===== src/rtl/uart_bus_pkg.sv =====
// Shared constants and FSM encoding for the UART-driven bus master.
package uart_bus_pkg;

    localparam int unsigned BYTE_W = 8;
    localparam int unsigned WORD_W = 32;

    localparam logic [BYTE_W-1:0] CMD_WRITE = 8'h57;
    localparam logic [BYTE_W-1:0] CMD_READ  = 8'h52;
    localparam logic [BYTE_W-1:0] RSP_ACK   = 8'h06;
    localparam logic [BYTE_W-1:0] RSP_NAK   = 8'h15;

    typedef enum logic [2:0] {
        ST_IDLE = 3'd0,
        ST_ADDR = 3'd1,
        ST_DATA = 3'd2,
        ST_BUS  = 3'd3,
        ST_RESP = 3'd4
    } state_t;

endpackage


===== src/rtl/ubm_shift32.sv =====
// Little-endian 32-bit word assembler/disassembler addressed by a 2-bit byte index.
module ubm_shift32
    import uart_bus_pkg::*;
(
    input  logic              clk,
    input  logic              reset,
    input  logic              byte_en,
    input  logic [1:0]        idx,
    input  logic [BYTE_W-1:0] byte_in,
    input  logic              word_en,
    input  logic [WORD_W-1:0] word_in,
    output logic [WORD_W-1:0] word,
    output logic [BYTE_W-1:0] byte_c
);

    // Whole-word load takes priority over a byte insert.
    always_ff @(posedge clk) begin
        if (reset) begin
            word <= '0;
        end else if (word_en) begin
            word <= word_in;
        end else if (byte_en) begin
            word[{idx, 3'b000} +: BYTE_W] <= byte_in;
        end
    end

    assign byte_c = word[{idx, 3'b000} +: BYTE_W];

endmodule


===== src/rtl/uart_bus_master.sv =====
// UART-command driven single-word initiator on a valid/ready native memory bus.
module uart_bus_master
    import uart_bus_pkg::*;
#(
    parameter logic [31:0] TIMEOUT_CYCLES = 32'd5_000_000,
    parameter logic [15:0] BUS_WAIT_MAX   = 16'd1023
) (
    input  logic        clk,
    input  logic        reset,
    input  logic [7:0]  rx_data,
    input  logic        rx_ready,
    output logic        rx_read,
    output logic [7:0]  tx_data,
    input  logic        tx_ready,
    output logic        tx_write,
    output logic        mem_valid,
    output logic [31:0] mem_addr,
    output logic [31:0] mem_wdata,
    output logic [3:0]  mem_wstrb,
    input  logic        mem_ready,
    input  logic [31:0] mem_rdata,
    output logic        cpu_hold
);

    state_t      state, state_nxt;
    logic [1:0]  idx, idx_nxt;
    logic        is_write, is_write_nxt;
    logic        nak, nak_nxt;
    logic [31:0] tmo_cnt, tmo_nxt;
    logic [15:0] wait_cnt, wait_nxt;
    logic        rx_guard, tx_guard;

    logic        rx_read_nxt, tx_write_nxt, mem_valid_nxt, cpu_hold_nxt;
    logic [7:0]  tx_data_nxt;
    logic [3:0]  mem_wstrb_nxt;
    logic        addr_en, data_en, rdata_en;

    logic        take, tx_ok, tmo_hit, bus_expire, last_byte, resp_last;
    logic [7:0]  addr_byte, rdata_byte, unused_addr_byte, unused_wdata_byte;
    logic [31:0] unused_rdata_word;

    // The guards skip the cycle of each pulse and the one after, while the UART flags settle.
    assign take       = rx_ready && !rx_read && !rx_guard;
    assign tx_ok      = tx_ready && !tx_write && !tx_guard;
    assign tmo_hit    = (TIMEOUT_CYCLES != 32'd0) && (tmo_cnt >= TIMEOUT_CYCLES);
    assign bus_expire = (17'(wait_cnt) + 17'd1) >= 17'(BUS_WAIT_MAX);
    assign last_byte  = (idx == 2'd3);
    assign resp_last  = (nak || is_write) ? (idx == 2'd0) : last_byte;
    assign addr_byte  = (idx == 2'd0) ? (rx_data & 8'hFC) : rx_data;

    ubm_shift32 u_addr (
        .clk(clk), .reset(reset), .byte_en(addr_en), .idx(idx), .byte_in(addr_byte),
        .word_en(1'b0), .word_in(32'd0), .word(mem_addr), .byte_c(unused_addr_byte)
    );

    ubm_shift32 u_wdata (
        .clk(clk), .reset(reset), .byte_en(data_en), .idx(idx), .byte_in(rx_data),
        .word_en(1'b0), .word_in(32'd0), .word(mem_wdata), .byte_c(unused_wdata_byte)
    );

    ubm_shift32 u_rdata (
        .clk(clk), .reset(reset), .byte_en(1'b0), .idx(idx), .byte_in(8'd0),
        .word_en(rdata_en), .word_in(mem_rdata), .word(unused_rdata_word), .byte_c(rdata_byte)
    );

    // State, counters and registered outputs.
    always_ff @(posedge clk) begin
        if (reset) begin
            state     <= ST_IDLE;
            idx       <= '0;
            is_write  <= 1'b0;
            nak       <= 1'b0;
            tmo_cnt   <= '0;
            wait_cnt  <= '0;
            rx_guard  <= 1'b0;
            tx_guard  <= 1'b0;
            rx_read   <= 1'b0;
            tx_write  <= 1'b0;
            tx_data   <= '0;
            mem_valid <= 1'b0;
            mem_wstrb <= '0;
            cpu_hold  <= 1'b0;
        end else begin
            state     <= state_nxt;
            idx       <= idx_nxt;
            is_write  <= is_write_nxt;
            nak       <= nak_nxt;
            tmo_cnt   <= tmo_nxt;
            wait_cnt  <= wait_nxt;
            rx_guard  <= rx_read;
            tx_guard  <= tx_write;
            rx_read   <= rx_read_nxt;
            tx_write  <= tx_write_nxt;
            tx_data   <= tx_data_nxt;
            mem_valid <= mem_valid_nxt;
            mem_wstrb <= mem_wstrb_nxt;
            cpu_hold  <= cpu_hold_nxt;
        end
    end

    // Next-state and counter logic.
    always_comb begin
        state_nxt    = state;
        idx_nxt      = idx;
        is_write_nxt = is_write;
        nak_nxt      = nak;
        tmo_nxt      = '0;
        wait_nxt     = '0;
        case (state)
            ST_IDLE: begin
                if (take) begin
                    idx_nxt = 2'd0;
                    if (rx_data == CMD_WRITE || rx_data == CMD_READ) begin
                        is_write_nxt = (rx_data == CMD_WRITE);
                        nak_nxt      = 1'b0;
                        state_nxt    = ST_ADDR;
                    end else begin
                        is_write_nxt = 1'b0;
                        nak_nxt      = 1'b1;
                        state_nxt    = ST_RESP;
                    end
                end
            end
            ST_ADDR, ST_DATA: begin
                if (take) begin
                    if (last_byte) begin
                        idx_nxt   = 2'd0;
                        state_nxt = (state == ST_ADDR && is_write) ? ST_DATA : ST_BUS;
                    end else begin
                        idx_nxt = idx + 2'd1;
                    end
                end else if (tmo_hit) begin
                    idx_nxt   = 2'd0;
                    state_nxt = ST_IDLE;
                end else begin
                    tmo_nxt = (tmo_cnt == '1) ? tmo_cnt : tmo_cnt + 32'd1;
                end
            end
            ST_BUS: begin
                if (mem_ready) begin
                    idx_nxt   = 2'd0;
                    state_nxt = ST_RESP;
                end else if (bus_expire) begin
                    idx_nxt   = 2'd0;
                    nak_nxt   = 1'b1;
                    state_nxt = ST_RESP;
                end else begin
                    wait_nxt = (wait_cnt == '1) ? wait_cnt : wait_cnt + 16'd1;
                end
            end
            ST_RESP: begin
                if (tx_ok) begin
                    if (resp_last) begin
                        idx_nxt   = 2'd0;
                        state_nxt = ST_IDLE;
                    end else begin
                        idx_nxt = idx + 2'd1;
                    end
                end
            end
            default: state_nxt = ST_IDLE;
        endcase
    end

    // Output pulses, bus request and shift-register strobes.
    always_comb begin
        rx_read_nxt   = 1'b0;
        tx_write_nxt  = 1'b0;
        tx_data_nxt   = tx_data;
        mem_valid_nxt = 1'b0;
        mem_wstrb_nxt = 4'h0;
        addr_en       = 1'b0;
        data_en       = 1'b0;
        rdata_en      = 1'b0;
        cpu_hold_nxt  = (state_nxt != ST_IDLE);
        case (state)
            ST_IDLE: rx_read_nxt = take;
            ST_ADDR: begin
                if (take) begin
                    rx_read_nxt   = 1'b1;
                    addr_en       = 1'b1;
                    mem_valid_nxt = last_byte && !is_write;
                end
            end
            ST_DATA: begin
                if (take) begin
                    rx_read_nxt = 1'b1;
                    data_en     = 1'b1;
                    if (last_byte) begin
                        mem_valid_nxt = 1'b1;
                        mem_wstrb_nxt = 4'hF;
                    end
                end
            end
            ST_BUS: begin
                rdata_en = mem_ready && !is_write;
                if (!mem_ready && !bus_expire) begin
                    mem_valid_nxt = 1'b1;
                    mem_wstrb_nxt = mem_wstrb;
                end
            end
            ST_RESP: begin
                if (tx_ok) begin
                    tx_write_nxt = 1'b1;
                    tx_data_nxt  = nak ? RSP_NAK : (is_write ? RSP_ACK : rdata_byte);
                end
            end
            default: ;
        endcase
    end

endmodule


===== config.mk =====
export PLATFORM = sky130hd
export DESIGN_NAME = uart_bus_master
export DESIGN_NICKNAME = d
export VERILOG_FILES = /design/src/rtl/uart_bus_pkg.sv /design/src/rtl/ubm_shift32.sv /design/src/rtl/uart_bus_master.sv
export SDC_FILE = /design/constraint.sdc
export NUM_CORES = 1
export LEC_CHECK = 0
export CORE_ASPECT_RATIO = 2
export CORE_MARGIN = 8
export CORE_UTILIZATION = 50
export CTS_BUF_LIST = sky130_fd_sc_hd__clkbuf_4
export CTS_CLUSTER_DIAMETER = 30
export CTS_CLUSTER_SIZE = 20
export DETAILED_ROUTE_END_ITERATION = 7
export PLACE_DENSITY_LB_ADDON = 0.25
export SETUP_SLACK_MARGIN = 0.2
export SLEW_MARGIN = 0
export SYNTH_ARGS = -nofsm -noshare
export SYNTH_HDL_FRONTEND = slang
export SYNTH_SLANG_ARGS = --single-unit

===== constraint.sdc =====
create_clock -name clk -period 6.2 [get_ports clk]
set_input_delay 1.24 -clock clk [delete_from_list [all_inputs] [get_ports clk]]
set_output_delay 1.24 -clock clk [all_outputs]
set_load 0.01 [all_outputs]

==> out/metrics.cfg <==
[sta]
finalSetupViolCount = 0
final_hold_viol_count = 0
finalSetupTns_ns = 0
max_slew_margin_pct = 23.0
holdWs_ns = 0.463
rsz0062_at_grt = no
max_freq_mhz = 275
drv_slew = 0
finalClockSkew_ns = 0.0258
worstMarginPinSlew_ns = 1.15
period_needed_ns = 3.63
min_period_over_period_pct = 58.6

[route]
wl_um = 17300
wl_met1_um = 7480
met3_length_um = 1040
drt_iter0_drc = 378
top_layer = met4
firstDrtPassIters = 5
wl_met2_um = 8260
drc_errors = 0
antenna_left = 0
viasPerCell = 5.53
vias = 6253
wl_per_cell_um = 15.3

[cts]
post_cts_resized = 0
clk_path_buf_depth = 2
cts_tree = yes
hold_buffers = 0
cts-buffers-inserted = 17
cts_root_buf = clkbuf_4
postCtsSetupBuffers = 0
htree_levels = 4
clock_latency_ns = 0.55
clk_pin_slew_ns = 0.14
cts_sinks = 166

[logic_synthesis]
ys_seq_area_share_pct = 47.7
ys_types = 63
ys.flop_type = dfxtp_1
synthesis.area_mm2 = 0.00697
synth_edf_count = 0
avgSynthCellArea_um2 = 8.21
synthCells = 849
async_flop_share_pct = 0
ys_seq_elements = 166
ys_warn_count = 0

[pwr]
leakage_nw = 2.84
irDropWorstVdd_v = 0.000175
power_mw = 1.80
clockPowerShare_pct = 33.1
switchingPower_mw = 0.489
switching_share_pct = 27.2
p_int_mw = 1.31
power_density_mw_per_mm2 = 211
pwr-share-seq_pct = 60.7
power_frac_comb_pct = 6.2

[global_routing]
grt_start_max_net_pins = 66
grt_first_pass_wirelength_um = 28900
antenna_found_initial = 1
track_usage_pct = 19.4
grt_overflow = 0
grt_pass1_vias = 6128

[finish]
area_delta_synth_final_pct = 22.2
final_layout_size_suffix_gt1_share_pct = 5.86
final_cells = 1131
fin_nets = 1015

[floorplanning]
die_h_um = 183
io_pins = 125
die_area_mm2 = 0.0182
start_util_pct = 50.7
die_w_um = 99.5
design.core.area_mm2 = 0.0137
rows = 61

[placement]
place_congestion = 0.853
io_buffers = 124
dp.cells = 1098
hpwl_um = 12600

[setup_path]
arrival_ns = 4.06
setup.worst_path.class = in -> reg
worst_setup_path_start_kind = primary input
crit_path_end_kind = flip-flop
crit_fanout = 16
cp.required_ns = 6.63

[run]
drv_cap = 0

[min_path]
hp-class = reg -> reg

[status]
status = completed

## metrics by stage
| step | cell area (um2) | worst slack, ns | utilization (%) |
|---|---|---|---|
| 2_1_floorplan | 7020 | 3.42 | - |
| 3_3_place_gp | 8240 | 2.17 | 60.0 |
| 3_5_place_dp | 8240 | 2.04 | 60.0 |
| 4_1_cts | 8510 | 2.64 | 61.9 |
| 5_1_grt | 8510 | 2.28 | 62.0 |
| 6_report | 8510 | 2.57 | 62.0 |
## sequential cells by signal (all words and copies together) (netlist names)
name	cells
tmo_cnt	32
u_addr.word	32
u_rdata.word	32
u_wdata.word	32
wait_cnt	16
tx_data	8
state	3
idx	2
cpu_hold	1
is_write	1
mem_valid	1
mem_wstrb	1
nak	1
rx_guard	1
rx_read	1
tx_guard	1
tx_write	1
## power groups by stage
stage | logic [mW] | registers [mW] | clock network [mW]
after floorplan | 0.0596 | 1.11 | 0
after global placement | 0.109 | 1.11 | 0
after detailed placement | 0.109 | 1.11 | 0
after CTS | 0.110 | 1.09 | 0.607
after global routing | 0.120 | 1.09 | 0.652
final | 0.111 | 1.09 | 0.594
## critical path, stage by stage
cell,delay (ns)
clkdlybuf4s50_1,0.45
nor3b_1,0.55
nand2_1,0.23
nor2_1,0.72
nand2_1,0.52
a21oi_1,0.28
nor2_1,0.06
## layout by cell type (no fill, tap or decap), types with 3 or more instances in the layout
cell / Yosys / routed
ha_1: 10 / 10
inv_6: 0 / 6
nand3b_1: 3 / 3
nor3b_1: 8 / 8
clkbuf_4: 0 / 17
nand4_1: 19 / 19
and4_1: 5 / 5
clkinv_4: 0 / 3
nor2b_1: 3 / 3
buf_4: 4 / 3
dfxtp_1: 166 / 166
clkdlybuf4s50_1: 0 / 123
a31oi_1: 3 / 3
xor2_1: 8 / 8
nor4_1: 4 / 4
nand2_1: 137 / 137
xnor2_1: 18 / 18
or3_1: 5 / 5
conb_1: 1 / 15
a22oi_1: 5 / 5
mux4_2: 8 / 8
a21oi_1: 120 / 120
inv_1: 14 / 14
o22ai_1: 3 / 3
and3_1: 7 / 7
nor2_1: 160 / 159
nor3_1: 17 / 17
nand3_1: 23 / 23
o21ai_0: 11 / 11
## logic make-up (layout without fill, tap and decap cells)
group	Yosys count	in the layout	share of synthesized area, %
other	1	16	0.0538
multiplexers	10	10	2.89
flip-flops	166	166	47.7
adder cells (fa/ha/maj)	10	10	1.80
AO/OA/AOI/OAI	169	169	14.2
buffers and inverters	62	172	4.08
XOR/XNOR	26	26	3.27
AND/OR/NAND/NOR	405	405	26.0
## metal layers
layer  track usage (%)  up-vias
met5                 0        -
met4              8.18        0
met3              5.32       33
met2              32.0      197
met1              23.1     2907
li1                  -     3116
## cell type report
type	instances	area, um2
Clock buffer	17	128
Fill cell	1263	5230
Tap cell	157	196
Multi-Input combinational cell	635	3420
Antenna cell	1	2.50
Clock inverter	15	141
Inverter	14	52.6
Sequential cell	166	3320
Timing Repair Buffer	126	1250
## worst paths after layout
kind              startpoint               end  slack [ns]  cells after the start
max                 rx_ready  u_wdata.word[17]        2.57                      7
min          u_rdata.word[3]   u_rdata.word[3]        0.46                      2
max reg2reg           idx[0]  u_wdata.word[17]        3.16                      7
min reg2reg  u_rdata.word[3]   u_rdata.word[3]        0.46                      2
## cell usage after synthesis (all sizes together) (2+ instances only)
cell,number,area (um2)
a211oi,4,40.0
a21o,2,15.0
a21oi,121,609
a22oi,5,37.5
a31o,2,17.5
a31oi,4,31.3
and3,7,43.8
and4,7,66.3
buf,13,100
clkbuf,35,131
dfxtp,166,3320
ha,10,125
inv,14,52.6
mux4,8,180
nand2,138,521
nand2b,2,15.0
nand3,23,115
nand3b,3,22.5
nand4,20,131
nor2,160,601
nor2b,3,18.8
nor3,18,101
nor3b,8,60.1
nor4,5,37.5
o2111ai,2,17.5
o211a,2,20.0
o211ai,2,15.0
o21a,2,15.0
o21ai,11,55.1
o22ai,3,18.8
or3,5,31.3
xnor2,18,158
xor2,8,70.1
No activity file was read; power rests on OpenSTA's default activity.
